$ cat config.mk
export PLATFORM = sky130hd
export DESIGN_NAME = memc_port_arbiter_flat
export DESIGN_NICKNAME = d
export VERILOG_FILES = /design/src/rtl/memc_pkg.sv /design/src/rtl/memc_port_arbiter_if.sv /design/src/rtl/memc_rr_pick2.sv /design/src/rtl/memc_port_arbiter.sv /design/src/flat_wrapper.sv
export SDC_FILE = /design/constraint.sdc
export NUM_CORES = 1
export LEC_CHECK = 0
export BUFFER_PORTS_ARGS = -buffer_cell sky130_fd_sc_hd__buf_2
export CORE_AREA = 4 4 115 117
export DETAILED_ROUTE_END_ITERATION = 10
export DIE_AREA = 0 0 119 121
export MAX_ROUTING_LAYER = met4
export PLACE_DENSITY = 0.58
export SLEW_MARGIN = 20
export SYNTH_ARGS = -nofsm -noshare
export SYNTH_HDL_FRONTEND = slang
export SYNTH_SLANG_ARGS = --single-unit
$ cat constraint.sdc
create_clock -name clk -period 5.65 [get_ports clk]
set_clock_uncertainty 0.1 [all_clocks]
set_input_delay 1.13 -clock clk [delete_from_list [all_inputs] [get_ports clk]]
set_output_delay 1.13 -clock clk [all_outputs]
set_load 0.03 [all_outputs]
$ cat src/rtl/memc_pkg.sv
// Shared definitions for the memory-controller port arbiter: ownership FSM
// states, default bus widths and the round-robin helper.
package memc_pkg;

  localparam int MEMC_ADDR_W = 24;
  localparam int MEMC_DATA_W = 32;

  // Round-robin pointer encoding: which DMA port wins the next contested cycle.
  localparam logic RR_PICK_WRITE = 1'b0;
  localparam logic RR_PICK_READ  = 1'b1;

  typedef enum logic [1:0] {
    DMA_OWN  = 2'd0,
    DRAIN    = 2'd1,
    LDST_OWN = 2'd2,
    RELEASE  = 2'd3
  } memc_state_e;

  // Both DMA ports want the single SRAM slot in the same cycle.
  function automatic logic rr_contested(input logic wr_req, input logic rd_req);
    return wr_req & rd_req;
  endfunction

endpackage

$ cat src/rtl/memc_port_arbiter_if.sv
// Bus bundle between the arbiter, its DMA and SIMD load/store clients and the SRAM.
interface memc_port_arbiter_if #(
  parameter int ADDR_W = memc_pkg::MEMC_ADDR_W,
  parameter int DATA_W = memc_pkg::MEMC_DATA_W
) ();

  logic              dma__memc__write_valid;
  logic [ADDR_W-1:0] dma__memc__write_address;
  logic [DATA_W-1:0] dma__memc__write_data;
  logic              memc__dma__write_ready;

  logic              dma__memc__read_valid;
  logic [ADDR_W-1:0] dma__memc__read_address;
  logic              dma__memc__read_pause;
  logic              memc__dma__read_ready;
  logic [DATA_W-1:0] memc__dma__read_data;
  logic              memc__dma__read_data_valid;

  logic              ldst__memc__request;
  logic              ldst__memc__released;
  logic              memc__ldst__granted;
  logic              ldst__memc__valid;
  logic              ldst__memc__we;
  logic [ADDR_W-1:0] ldst__memc__address;
  logic [DATA_W-1:0] ldst__memc__write_data;
  logic [DATA_W-1:0] memc__ldst__read_data;
  logic              memc__ldst__read_data_valid;

  logic              memc__mem__en;
  logic              memc__mem__we;
  logic [ADDR_W-1:0] memc__mem__address;
  logic [DATA_W-1:0] memc__mem__write_data;
  logic [DATA_W-1:0] mem__memc__read_data;

  modport slave (
    input  dma__memc__write_valid, dma__memc__write_address, dma__memc__write_data,
    output memc__dma__write_ready,
    input  dma__memc__read_valid, dma__memc__read_address, dma__memc__read_pause,
    output memc__dma__read_ready, memc__dma__read_data, memc__dma__read_data_valid,
    input  ldst__memc__request, ldst__memc__released,
    output memc__ldst__granted,
    input  ldst__memc__valid, ldst__memc__we, ldst__memc__address, ldst__memc__write_data,
    output memc__ldst__read_data, memc__ldst__read_data_valid,
    output memc__mem__en, memc__mem__we, memc__mem__address, memc__mem__write_data,
    input  mem__memc__read_data
  );

  modport master (
    output dma__memc__write_valid, dma__memc__write_address, dma__memc__write_data,
    input  memc__dma__write_ready,
    output dma__memc__read_valid, dma__memc__read_address, dma__memc__read_pause,
    input  memc__dma__read_ready, memc__dma__read_data, memc__dma__read_data_valid,
    output ldst__memc__request, ldst__memc__released,
    input  memc__ldst__granted,
    output ldst__memc__valid, ldst__memc__we, ldst__memc__address, ldst__memc__write_data,
    input  memc__ldst__read_data, memc__ldst__read_data_valid,
    input  memc__mem__en, memc__mem__we, memc__mem__address, memc__mem__write_data,
    output mem__memc__read_data
  );

endinterface

$ cat src/rtl/memc_rr_pick2.sv
// Chooses between the DMA write and read ports with a 1-bit round-robin pointer
// that advances only when both ports competed for the same cycle.
module memc_rr_pick2
  import memc_pkg::*;
(
  input  logic clk,
  input  logic reset_poweron,
  input  logic enable,
  input  logic wr_valid,
  input  logic rd_valid,
  input  logic rd_pause,
  output logic wr_ready,
  output logic rd_ready
);

  logic ptr_r;
  logic rd_req_s;
  logic contested_s;

  // Ready generation: uncontested ports stay ready, contested ones follow the pointer.
  always_comb begin
    rd_req_s    = rd_valid & ~rd_pause;
    contested_s = rr_contested(wr_valid, rd_req_s);
    if (enable) begin
      wr_ready = ~(contested_s & (ptr_r == RR_PICK_READ));
      rd_ready = ~rd_pause & ~(contested_s & (ptr_r == RR_PICK_WRITE));
    end else begin
      wr_ready = 1'b0;
      rd_ready = 1'b0;
    end
  end

  // Pointer update after a contested grant.
  always_ff @(posedge clk) begin
    if (reset_poweron) begin
      ptr_r <= RR_PICK_WRITE;
    end else if (enable && contested_s) begin
      ptr_r <= ~ptr_r;
    end else begin
      ptr_r <= ptr_r;
    end
  end

endmodule

$ cat src/rtl/memc_port_arbiter.sv
// Single-port SRAM arbiter: the DMA engine owns the SRAM by default; the SIMD
// load/store unit takes exclusive ownership via a request/grant/release handshake.
module memc_port_arbiter
  import memc_pkg::*;
#(
  parameter int ADDR_W = MEMC_ADDR_W,
  parameter int DATA_W = MEMC_DATA_W
) (
  input logic                clk,
  input logic                reset_poweron,
  memc_port_arbiter_if.slave bus
);

  memc_state_e       state_r;
  memc_state_e       state_s;
  logic              go_drain_s;
  logic              arb_en_s;
  logic              wr_ready_s;
  logic              rd_ready_s;
  logic              dma_wr_fire_s;
  logic              dma_rd_fire_s;
  logic              ldst_fire_s;
  logic              dma_rd_inflight_r;
  logic              ldst_rd_inflight_r;
  logic              req_pending_r;
  logic              mem_en_s;
  logic              mem_we_s;
  logic [ADDR_W-1:0] mem_addr_s;
  logic [DATA_W-1:0] mem_wdata_s;

  // Next-state logic; a request latched during RELEASE counts as a request here.
  always_comb begin
    state_s    = state_r;
    go_drain_s = 1'b0;
    case (state_r)
      DMA_OWN: begin
        go_drain_s = bus.ldst__memc__request | req_pending_r;
        if (go_drain_s) begin
          state_s = DRAIN;
        end else begin
          state_s = DMA_OWN;
        end
      end
      DRAIN:    state_s = LDST_OWN;
      LDST_OWN: begin
        if (bus.ldst__memc__released) begin
          state_s = RELEASE;
        end else begin
          state_s = LDST_OWN;
        end
      end
      RELEASE:  state_s = DMA_OWN;
      default:  state_s = DMA_OWN;
    endcase
  end

  assign arb_en_s = (state_r == DMA_OWN) & ~go_drain_s & ~reset_poweron;

  memc_rr_pick2 u_rr_pick2 (
    .clk           (clk),
    .reset_poweron (reset_poweron),
    .enable        (arb_en_s),
    .wr_valid      (bus.dma__memc__write_valid),
    .rd_valid      (bus.dma__memc__read_valid),
    .rd_pause      (bus.dma__memc__read_pause),
    .wr_ready      (wr_ready_s),
    .rd_ready      (rd_ready_s)
  );

  // Accepted-access decode and SRAM command mux (at most one source fires).
  always_comb begin
    dma_wr_fire_s = wr_ready_s & bus.dma__memc__write_valid;
    dma_rd_fire_s = rd_ready_s & bus.dma__memc__read_valid;
    ldst_fire_s   = (state_r == LDST_OWN) & bus.ldst__memc__valid & ~reset_poweron;
    mem_en_s      = 1'b0;
    mem_we_s      = 1'b0;
    mem_addr_s    = '0;
    mem_wdata_s   = '0;
    if (ldst_fire_s) begin
      mem_en_s    = 1'b1;
      mem_we_s    = bus.ldst__memc__we;
      mem_addr_s  = bus.ldst__memc__address;
      mem_wdata_s = bus.ldst__memc__write_data;
    end else if (dma_wr_fire_s) begin
      mem_en_s    = 1'b1;
      mem_we_s    = 1'b1;
      mem_addr_s  = bus.dma__memc__write_address;
      mem_wdata_s = bus.dma__memc__write_data;
    end else if (dma_rd_fire_s) begin
      mem_en_s    = 1'b1;
      mem_we_s    = 1'b0;
      mem_addr_s  = bus.dma__memc__read_address;
      mem_wdata_s = '0;
    end else begin
      mem_en_s    = 1'b0;
    end
  end

  // State, in-flight read tracking and pending-request capture.
  always_ff @(posedge clk) begin
    if (reset_poweron) begin
      state_r            <= DMA_OWN;
      dma_rd_inflight_r  <= 1'b0;
      ldst_rd_inflight_r <= 1'b0;
      req_pending_r      <= 1'b0;
    end else begin
      state_r            <= state_s;
      dma_rd_inflight_r  <= dma_rd_fire_s;
      ldst_rd_inflight_r <= ldst_fire_s & ~bus.ldst__memc__we;
      req_pending_r      <= (state_r == RELEASE) & bus.ldst__memc__request;
    end
  end

  // Reset gating keeps data_valid and grant quiet while reset is held.
  assign bus.memc__dma__write_ready      = wr_ready_s;
  assign bus.memc__dma__read_ready       = rd_ready_s;
  assign bus.memc__dma__read_data        = bus.mem__memc__read_data;
  assign bus.memc__dma__read_data_valid  = dma_rd_inflight_r & ~reset_poweron;
  assign bus.memc__ldst__granted         = (state_r == LDST_OWN) & ~reset_poweron;
  assign bus.memc__ldst__read_data       = bus.mem__memc__read_data;
  assign bus.memc__ldst__read_data_valid = ldst_rd_inflight_r & ~reset_poweron;
  assign bus.memc__mem__en               = mem_en_s;
  assign bus.memc__mem__we               = mem_we_s;
  assign bus.memc__mem__address          = mem_addr_s;
  assign bus.memc__mem__write_data       = mem_wdata_s;

endmodule

$ cat src/flat_wrapper.sv
// flat-port wrapper written by rule: the top's interface ports become plain ports
module memc_port_arbiter_flat import memc_pkg::*;
#(
  parameter int ADDR_W = MEMC_ADDR_W,
  parameter int DATA_W = MEMC_DATA_W
)
  (clk, reset_poweron, bus_dma__memc__write_valid, bus_dma__memc__write_address, bus_dma__memc__write_data, bus_memc__dma__write_ready, bus_dma__memc__read_valid, bus_dma__memc__read_address, bus_dma__memc__read_pause, bus_memc__dma__read_ready, bus_memc__dma__read_data, bus_memc__dma__read_data_valid, bus_ldst__memc__request, bus_ldst__memc__released, bus_memc__ldst__granted, bus_ldst__memc__valid, bus_ldst__memc__we, bus_ldst__memc__address, bus_ldst__memc__write_data, bus_memc__ldst__read_data, bus_memc__ldst__read_data_valid, bus_memc__mem__en, bus_memc__mem__we, bus_memc__mem__address, bus_memc__mem__write_data, bus_mem__memc__read_data);
  memc_port_arbiter_if #(.ADDR_W(ADDR_W), .DATA_W(DATA_W)) bus_i ();
  input logic clk;
  input logic reset_poweron;
  input wire logic [$bits(bus_i.dma__memc__write_valid)-1:0] bus_dma__memc__write_valid;
  input wire logic [$bits(bus_i.dma__memc__write_address)-1:0] bus_dma__memc__write_address;
  input wire logic [$bits(bus_i.dma__memc__write_data)-1:0] bus_dma__memc__write_data;
  output wire logic [$bits(bus_i.memc__dma__write_ready)-1:0] bus_memc__dma__write_ready;
  input wire logic [$bits(bus_i.dma__memc__read_valid)-1:0] bus_dma__memc__read_valid;
  input wire logic [$bits(bus_i.dma__memc__read_address)-1:0] bus_dma__memc__read_address;
  input wire logic [$bits(bus_i.dma__memc__read_pause)-1:0] bus_dma__memc__read_pause;
  output wire logic [$bits(bus_i.memc__dma__read_ready)-1:0] bus_memc__dma__read_ready;
  output wire logic [$bits(bus_i.memc__dma__read_data)-1:0] bus_memc__dma__read_data;
  output wire logic [$bits(bus_i.memc__dma__read_data_valid)-1:0] bus_memc__dma__read_data_valid;
  input wire logic [$bits(bus_i.ldst__memc__request)-1:0] bus_ldst__memc__request;
  input wire logic [$bits(bus_i.ldst__memc__released)-1:0] bus_ldst__memc__released;
  output wire logic [$bits(bus_i.memc__ldst__granted)-1:0] bus_memc__ldst__granted;
  input wire logic [$bits(bus_i.ldst__memc__valid)-1:0] bus_ldst__memc__valid;
  input wire logic [$bits(bus_i.ldst__memc__we)-1:0] bus_ldst__memc__we;
  input wire logic [$bits(bus_i.ldst__memc__address)-1:0] bus_ldst__memc__address;
  input wire logic [$bits(bus_i.ldst__memc__write_data)-1:0] bus_ldst__memc__write_data;
  output wire logic [$bits(bus_i.memc__ldst__read_data)-1:0] bus_memc__ldst__read_data;
  output wire logic [$bits(bus_i.memc__ldst__read_data_valid)-1:0] bus_memc__ldst__read_data_valid;
  output wire logic [$bits(bus_i.memc__mem__en)-1:0] bus_memc__mem__en;
  output wire logic [$bits(bus_i.memc__mem__we)-1:0] bus_memc__mem__we;
  output wire logic [$bits(bus_i.memc__mem__address)-1:0] bus_memc__mem__address;
  output wire logic [$bits(bus_i.memc__mem__write_data)-1:0] bus_memc__mem__write_data;
  input wire logic [$bits(bus_i.mem__memc__read_data)-1:0] bus_mem__memc__read_data;
  assign bus_i.dma__memc__write_valid = bus_dma__memc__write_valid;
  assign bus_i.dma__memc__write_address = bus_dma__memc__write_address;
  assign bus_i.dma__memc__write_data = bus_dma__memc__write_data;
  assign bus_memc__dma__write_ready = bus_i.memc__dma__write_ready;
  assign bus_i.dma__memc__read_valid = bus_dma__memc__read_valid;
  assign bus_i.dma__memc__read_address = bus_dma__memc__read_address;
  assign bus_i.dma__memc__read_pause = bus_dma__memc__read_pause;
  assign bus_memc__dma__read_ready = bus_i.memc__dma__read_ready;
  assign bus_memc__dma__read_data = bus_i.memc__dma__read_data;
  assign bus_memc__dma__read_data_valid = bus_i.memc__dma__read_data_valid;
  assign bus_i.ldst__memc__request = bus_ldst__memc__request;
  assign bus_i.ldst__memc__released = bus_ldst__memc__released;
  assign bus_memc__ldst__granted = bus_i.memc__ldst__granted;
  assign bus_i.ldst__memc__valid = bus_ldst__memc__valid;
  assign bus_i.ldst__memc__we = bus_ldst__memc__we;
  assign bus_i.ldst__memc__address = bus_ldst__memc__address;
  assign bus_i.ldst__memc__write_data = bus_ldst__memc__write_data;
  assign bus_memc__ldst__read_data = bus_i.memc__ldst__read_data;
  assign bus_memc__ldst__read_data_valid = bus_i.memc__ldst__read_data_valid;
  assign bus_memc__mem__en = bus_i.memc__mem__en;
  assign bus_memc__mem__we = bus_i.memc__mem__we;
  assign bus_memc__mem__address = bus_i.memc__mem__address;
  assign bus_memc__mem__write_data = bus_i.memc__mem__write_data;
  assign bus_i.mem__memc__read_data = bus_mem__memc__read_data;
  memc_port_arbiter #(.ADDR_W(ADDR_W), .DATA_W(DATA_W)) u_core (.clk(clk), .reset_poweron(reset_poweron), .bus(bus_i));
endmodule
# [Word-level counts from Yosys, hierarchy flattened]
# Cells that the tools add are included.
[op_classes] add_sub_neg=0 n_mul=0 div_mod_pow=0 n_lt_le_gt_ge=0 n_eq_ne=3 n_shift=0 muxes=16 bitwise_logic=24 reduce_logical=2
[ops] operator="2-to-1 mux 24 bit" n=3
[ops] operator="2-to-1 mux 32 bit" n=2
[ops] operator="AND 1 bit" n=16
[ops] operator="2-to-1 mux 1 bit" n=10
[ops] operator="case mux 2 bit (4 select lines)" n=1
[ops] operator="NOT 1 bit" n=7
[ops] operator="equality test 2 bit, second input constant" n=2
[ops] operator="equality test 2 x 1 -> 1 bit, second input constant" n=1
[ops] operator="zero test 2 bit" n=1
[ops] operator="logical AND 1 bit" n=1
[ops] operator="OR 1 bit" n=1
[totals] reg_bits=6 latchBits=0 ram_bits=0 romBits=0 inputBits=177 out_inout_bits=127 n_memories=0

# [Logic depth before layout (Yosys ltp)]
# Gate-level depths: netlist of run 1.
[depth] depth_word=11 ltp_mapped=7

# [By module]
# A second synthesis of run 1 with hierarchy kept.
[unflattened] cells_unflattened=320 hier_area_um2=1809.2
[by_module_without_submodules] mod="memc_port_arbiter" instances=1 cells_per_inst=310 area_each_um2=1725.4 seq_area_each_um2=100.1
[by_module_without_submodules] mod="memc_rr_pick2" instances=1 cells_per_inst=10 area_each_um2=83.8 seq_area_each_um2=20.0

# [Worst setup path before layout of run 1]
# Ideal clock, no wire load.
[synth_path] path_type="input to output" start="input port bus_ldst__memc__request" end="output port bus_memc__mem__address[14]" arrival_time_ps=2781 required_ps=4420 slack_ps=1639 cell_stages=4 path_cell_list="or4b_4 nand2b_1 clkbuf_1 o21ai_0"
[synth_via] elab_chain_len=10 elab_cells_between_ends=12
[synth_lines] item="from (decl)" line_no="flat_wrapper.sv:21" text="input wire logic [$bits(bus_i.ldst__memc__request)-1:0] bus_ldst__memc__request;"
[synth_lines] item="OR 1 bit (*)" line_no="memc_port_arbiter.sv:37" text="go_drain_s = bus.ldst__memc__request | req_pending_r;"
[synth_lines] item="2-to-1 mux 1 bit (*)" line_no="memc_port_arbiter.sv:35" text="case (state_r)"
[synth_lines] item="NOT 1 bit (*)" line_no="memc_port_arbiter.sv:57" text="assign arb_en_s = (state_r == DMA_OWN) & ~go_drain_s & ~reset_poweron;"
[synth_lines] item="AND 1 bit (*) (2 in series)" line_no="memc_port_arbiter.sv:57"
[synth_lines] item="2-to-1 mux 1 bit" line_no="memc_rr_pick2.sv:24" text="if (enable) begin"
[synth_lines] item="AND 1 bit" line_no="memc_port_arbiter.sv:73" text="dma_rd_fire_s = rd_ready_s & bus.dma__memc__read_valid;"
[synth_lines] item="2-to-1 mux 24 bit" line_no="memc_port_arbiter.sv:89" text="end else if (dma_rd_fire_s) begin"
[synth_lines] item="2-to-1 mux 24 bit (*)" line_no="memc_port_arbiter.sv:84" text="end else if (dma_wr_fire_s) begin"
[synth_lines] item="2-to-1 mux 24 bit (*)" line_no="memc_port_arbiter.sv:79" text="if (ldst_fire_s) begin"
[synth_lines] item="to (decl)" line_no="flat_wrapper.sv:32" text="output wire logic [$bits(bus_i.memc__mem__address)-1:0] bus_memc__mem__address;"
# Mark *: on every way between the ends. The rest lies on a longest branch, timed or not.

# [Final worst setup path of run 1]
[layout_path] start="input port reset_poweron" end="output port bus_memc__mem__address[21]"
[layout_via] elab_chain_len=7 elab_cells_between_ends=10
[layout_lines] item="from (decl)" line_no="flat_wrapper.sv:10" text="input logic reset_poweron;"
[layout_lines] item="NOT 1 bit (*)" line_no="memc_port_arbiter.sv:57, memc_port_arbiter.sv:74"
[layout_lines] item="AND 1 bit" line_no="memc_port_arbiter.sv:57"
[layout_lines] item="2-to-1 mux 1 bit" line_no="memc_rr_pick2.sv:24"
[layout_lines] item="AND 1 bit" line_no="memc_port_arbiter.sv:73"
[layout_lines] item="2-to-1 mux 24 bit" line_no="memc_port_arbiter.sv:89"
[layout_lines] item="2-to-1 mux 24 bit" line_no="memc_port_arbiter.sv:84"
[layout_lines] item="2-to-1 mux 24 bit (*)" line_no="memc_port_arbiter.sv:79"
# Marks and branches as above.

==> impl_metrics.tcl, run 1 <==
set metrics [dict create \
    outcome "completed" \
    synth_edf_count 0 \
    ant_nets 0 \
    dieArea_um2 14400 \
    rsz0062_at_grt "false" \
    area_growth_pct 40.5 \
    fin_tns_setup_ns 0 \
    viasPerCell 4.26 \
    dr.pass1.iters 4 \
    clock_sinks 6 \
    hold_path.class "reg2reg" \
    synthArstFlopShare 0 \
    grt-ovfl-total 0 \
    drt_iter0_drc 63 \
    io_pins 304 \
    gp_congestion 0.754 \
    syn_avg_cell_area_um2 7.09 \
    clockBufferDepth 2 \
    nets 567 \
    initial_core_util 0.149 \
    rows 41 \
    route.detailed.drc 0 \
    seqPwrFrac 0.131 \
    startpoint_type "primary input" \
    p_int_uw 214 \
    max_clock_freq_ghz 0.235 \
    grt_pass1_vias 2332 \
    p_switching_uw 137 \
    synth_cell_type_count 31 \
    worst_pin_slew_ns 1.07 \
    core_um2 12400 \
    vdd_ir_drop_max_v 0.0000692 \
    crit_required_ns 4.42 \
    mostFrequentLayoutCell "buf_2" \
    p_comb_frac 0.548 \
    switching_share 0.391 \
    power_density_nw_per_um2 136 \
    cts_tree "yes" \
    p_leak_uw 0.00137 \
    p_clk_frac 0.321 \
    finalCriticalPeriod_ns 4.26 \
    dpl.hpwl_um 7400 \
    port_buffers 207 \
    cts_setup_buffers 0 \
    grt_antenna_before_repair 1 \
    slew_headroom 0.285 \
    routed_wl_um 9010 \
    path_max_fanout 24 \
    die_h_um 121 \
    holdWs_ns 0.463 \
    setup_viol 0 \
    cts-resized-gates 0 \
    yosysWarnings 0 \
    fin_area_um2 2580 \
    arrival_ns 3.03 \
    hold_buffers 0 \
    max_cap_violations 0 \
    grt_max_degree 58 \
    clk_latency_ns 0.23 \
    clk_pin_slew_ns 0.03 \
    grt_pass1_wl_um 12800 \
    period_share 0.754 \
    layout-drive-gt1-share 0.565 \
    placed_cell_area_um2 2500 \
    syn_nets 440 \
    h-tree-depth 1 \
    synthFlopType "dfxtp_1" \
    synth_cells 259 \
    synth_area_um2 1840 \
    clock-root-buffer "clkbuf_16" \
    mostFrequentLayoutCells "207 x buf_2, 32 x a22o_1, 27 x nand2_1" \
    endpoint_kind "output pin" \
    critPathKind "in2out" \
    avgRoutedWirePerCell_um 16.2 \
    ys_seq_area_frac 0.0654 \
    finalHoldViolCount 0 \
    groute.usage.overall 0.114 \
    ys_seq_elements 6 \
    die_w_um 119 \
    vias 2375 \
    cts_made_buffers 3 \
    drv_slew 0 \
]
## worst max-delay path, stage by stage
cell and delay (ns):
buf_2 0.16, or4b_4 0.57, nand2b_1 0.57, o21ai_0 0.35, buf_2 0.24
## cell type report
class	instances	area, µm²
Multi-Input combinational cell	161	1090
Tap cell	172	215
Inverter	4	15.0
Clock buffer	3	75.1
Fill cell	1426	9780
Antenna cell	1	2.50
Sequential cell	6	120
Timing Repair Buffer	210	1060
## per-stage QoR
stage / setup WS, ns / cells / total power, µW / util
after CTS: 1.36 / 556 / 356 / 0.208
final: 1.39 / 557 / 351 / 0.209
after global placement: 1.33 / 553 / 240 / 0.202
after floorplan: 1.64 / 259 / 241 / -
after global routing: 1.24 / 557 / 371 / 0.209
after detailed placement: 1.38 / 553 / 240 / 0.202
## cells by family after synthesis
| group | Yosys count | synth area share |
|---|---|---|
| AO/OA/AOI/OAI | 88 | 0.361 |
| adder cells (fa/ha/maj) | 4 | 0.0272 |
| buffers and inverters | 92 | 0.342 |
| flip-flops | 6 | 0.0654 |
| AND/OR/NAND/NOR | 69 | 0.204 |
## power by group through the flow
stage	combinational, µW	sequential [µW]	clock, µW
after floorplan	194	46.3	0
after global placement	193	46.6	0
after detailed placement	193	46.7	0
after CTS	194	46.0	116
after global routing	208	46.2	117
final	193	46.0	113
## cell usage after synthesis (3+ instances only)
cell type	count	area, µm²
a22o_1	32	280
ha_1	4	50.1
a32oi_1	24	210
and2_1	24	150
buf_4	64	480
nand2_1	27	101
nor2b_1	5	31.3
o21ai_0	24	120
nor2_1	3	11.3
clkbuf_1	18	67.6
inv_1	4	15.0
dfxtp_1	6	120
buf_8	3	45.0
## state kept, by name, summed over array words and instances (netlist names)
signal	flops
u_core.u_rr_pick2.ptr_r	1
u_core.req_pending_r	1
u_core.state_r	2
u_core.dma_rd_inflight_r	1
u_core.ldst_rd_inflight_r	1
## final timing paths
| check | from | endpoint | slack (ns) | depth (start not counted) |
|---|---|---|---|---|
| worst max register to register | u_core.u_rr_pick2.ptr_r | u_core.dma_rd_inflight_r | 4.09 | 3 |
| worst min-delay path | u_core.req_pending_r | u_core.state_r[0] | 0.46 | 2 |
| worst min register to register | u_core.req_pending_r | u_core.state_r[0] | 0.46 | 2 |
| worst max-delay path | reset_poweron | bus_memc__mem__address[21] | 1.39 | 5 |
## layer usage
metal  routed length, µm  global-route usage  up-vias
met4                  64              0.0181        0
met3                1020              0.0331        8
met5                   0                   -        -
met2                4360               0.198      195
li1                    -                   -     1125
met1                3560               0.134     1047
Power figures use the tool's default switching activity.
==> run 2: changes to the inputs <==
--- a/config.mk
+++ b/config.mk
@@ -6,11 +6,11 @@
 export NUM_CORES = 1
 export LEC_CHECK = 0
 export BUFFER_PORTS_ARGS = -buffer_cell sky130_fd_sc_hd__buf_2
-export CORE_AREA = 4 4 115 117
+export CORE_AREA = 4 4 116 118
 export DETAILED_ROUTE_END_ITERATION = 10
-export DIE_AREA = 0 0 119 121
+export DIE_AREA = 0 0 120 122
 export MAX_ROUTING_LAYER = met4
-export PLACE_DENSITY = 0.58
+export PLACE_DENSITY = 0.57
 export SLEW_MARGIN = 20
 export SYNTH_ARGS = -nofsm -noshare
 export SYNTH_HDL_FRONTEND = slang
==> constraint.sdc (replaced) <==
create_clock -name clk -period 4.41 [get_ports clk]
set_clock_uncertainty 0.1 [all_clocks]
set_input_delay 0.882 -clock clk [delete_from_list [all_inputs] [get_ports clk]]
set_output_delay 0.882 -clock clk [all_outputs]
set_load 0.03 [all_outputs]
==> impl_metrics.tcl, run 2 (synthesis results as in run 1) <==
set metrics [dict create \
    clock-root-buffer "clkbuf_16" \
    dr.pass1.iters 4 \
    fin_area_um2 2630 \
    nets 571 \
    routed_wl_um 9220 \
    vias 2339 \
    p_leak_uw 0.00139 \
    crit-reg2reg-launch "u_core.state_r[0]" \
    drt_iter0_drc 73 \
    drv_slew 0 \
    setup_viol 0 \
    fill_cells 1463 \
    grt_pass1_vias 2329 \
    gp_congestion 0.698 \
    reg2reg_depth 4 \
    clock_sinks 6 \
    period_share 0.826 \
    clk_pin_slew_ns 0.03 \
    hold_buffers 0 \
    endpoint_kind "output pin" \
    power_density_nw_per_um2 173 \
    mostFrequentLayoutCells "207 x buf_2, 32 x a22o_1, 27 x nand2_1" \
    rsz0062_at_grt "false" \
    route.detailed.drc 0 \
    holdPathEnd "u_core.state_r[0]" \
    mostFrequentLayoutCell "buf_2" \
    largest_reg_flops 2 \
    cts_tree "yes" \
    layout-drive-gt1-share 0.570 \
    fin_tns_setup_ns 0 \
    path_max_fanout 14 \
    crit_required_ns 3.43 \
    grt_antenna_before_repair 1 \
    avgRoutedWirePerCell_um 16.4 \
    grt_pass1_wl_um 12900 \
    io_pins 304 \
    placed_cell_area_um2 2560 \
    viasPerCell 4.17 \
    cts-resized-gates 0 \
    max_cap_violations 0 \
    port_buffers 207 \
    worst_pin_slew_ns 0.522 \
    cp_slowest_stage_delay_ns 0.57 \
    slowest_stage "or4b_4" \
    clk_latency_ns 0.23 \
    die_w_um 120 \
    multi_input_area_um2 1090 \
    crit_top_cell "buf_2" \
    grt-ovfl-total 0 \
    hold_path.class "reg2reg" \
    cp_cell_sequence "buf_2 > or4b_4 > nand2b_1 > buf_4 > o21ai_0 > buf_2" \
    dieArea_um2 14600 \
    r2r_end "u_core.dma_rd_inflight_r" \
    cts_setup_buffers 0 \
    finalCriticalPeriod_ns 3.64 \
    outcome "completed" \
    rows 41 \
    groute.usage.overall 0.115 \
    finalHoldViolCount 0 \
    core_um2 12500 \
    seqCellArea_um2 120 \
    area_growth_pct 43.4 \
    grt_max_degree 44 \
    cts_made_buffers 3 \
    clockBufferDepth 2 \
    dpl.hpwl_um 7770 \
    ant_nets 0 \
    max_clock_freq_ghz 0.274 \
    h-tree-depth 1 \
    critPathKind "in2out" \
    r2r_slack_ns 3.07 \
    largest_register "u_core.state_r" \
    die_h_um 122 \
    initial_core_util 0.147 \
    hold_depth 2 \
    arrival_ns 2.66 \
    vdd_ir_drop_max_v 0.000133 \
    slew_headroom 0.651 \
    hold_start "u_core.req_pending_r" \
    startpoint_type "primary input" \
]
run 2: cell types whose count changed in the layout (fill, tap and decap cells not counted):
cell     before  now
and3b_4       1    0
buf_4         3    5
buf_12        0    2
and3b_2       0    1
run 2: worst max path at each step:
stage                       startpoint                    endpoint  slack, ns  cells after the start
2_1_floorplan  bus_ldst__memc__request  bus_memc__mem__address[14]       0.90                      4
3_3_place_gp             reset_poweron  bus_memc__mem__address[12]       0.75                      6
3_5_place_dp             reset_poweron  bus_memc__mem__address[12]       0.71                      6
4_1_cts                  reset_poweron  bus_memc__mem__address[12]       0.70                      6
5_1_grt                  reset_poweron  bus_memc__mem__address[10]       0.59                      6
6_report                 reset_poweron  bus_memc__mem__address[12]       0.77                      6
run 2: power breakdown:
| group | total, µW | leakage (µW) | switching, µW | internal, µW |
|---|---|---|---|---|
| clock network | 148 | 0.0000370 | 31.2 | 116 |
| registers | 58.9 | 0.0000488 | 1.64 | 57.3 |
| logic | 250 | 0.00131 | 145 | 105 |
run 2: area by class of cell:
class                      instances  area share
sequential                         6      0.0456
tap                              172      0.0817
timing repair buffer             214       0.423
inverter                           4     0.00570
clock buffer                       3      0.0285
antenna                            1    0.000950
multi-input combinational        161       0.415
run 2: routing by layer:
layer  wire [µm]  GRT usage  part of all wire
met1        3330      0.122              0.36
met2        4800      0.217              0.52
met3         976     0.0269              0.11
met4         121     0.0265             0.013
met5           0          -                 0
run 2: through the flow:
| step | instances | power, µW | setup slack, ns | hold slack [ns] | utilization |
|---|---|---|---|---|---|
| 6_report | 561 | 457 | 0.766 | 0.480 | 0.211 |
| 5_1_grt | 561 | 488 | 0.588 | 0.513 | 0.211 |
| 4_1_cts | 560 | 464 | 0.703 | 0.479 | 0.211 |
| 3_5_place_dp | 557 | 314 | 0.710 | 0.476 | 0.205 |
| 3_3_place_gp | 557 | 314 | 0.754 | 0.481 | 0.205 |
| 2_1_floorplan | 259 | 308 | 0.895 | 0.425 | - |
run 2: critical path, delay by kind of cell:
kind | cells | cell delay, ns
and+or+nand+nor | 2 | 0.92
buffers and inverters | 3 | 0.69
AOI/OAI and AO/OA | 1 | 0.17
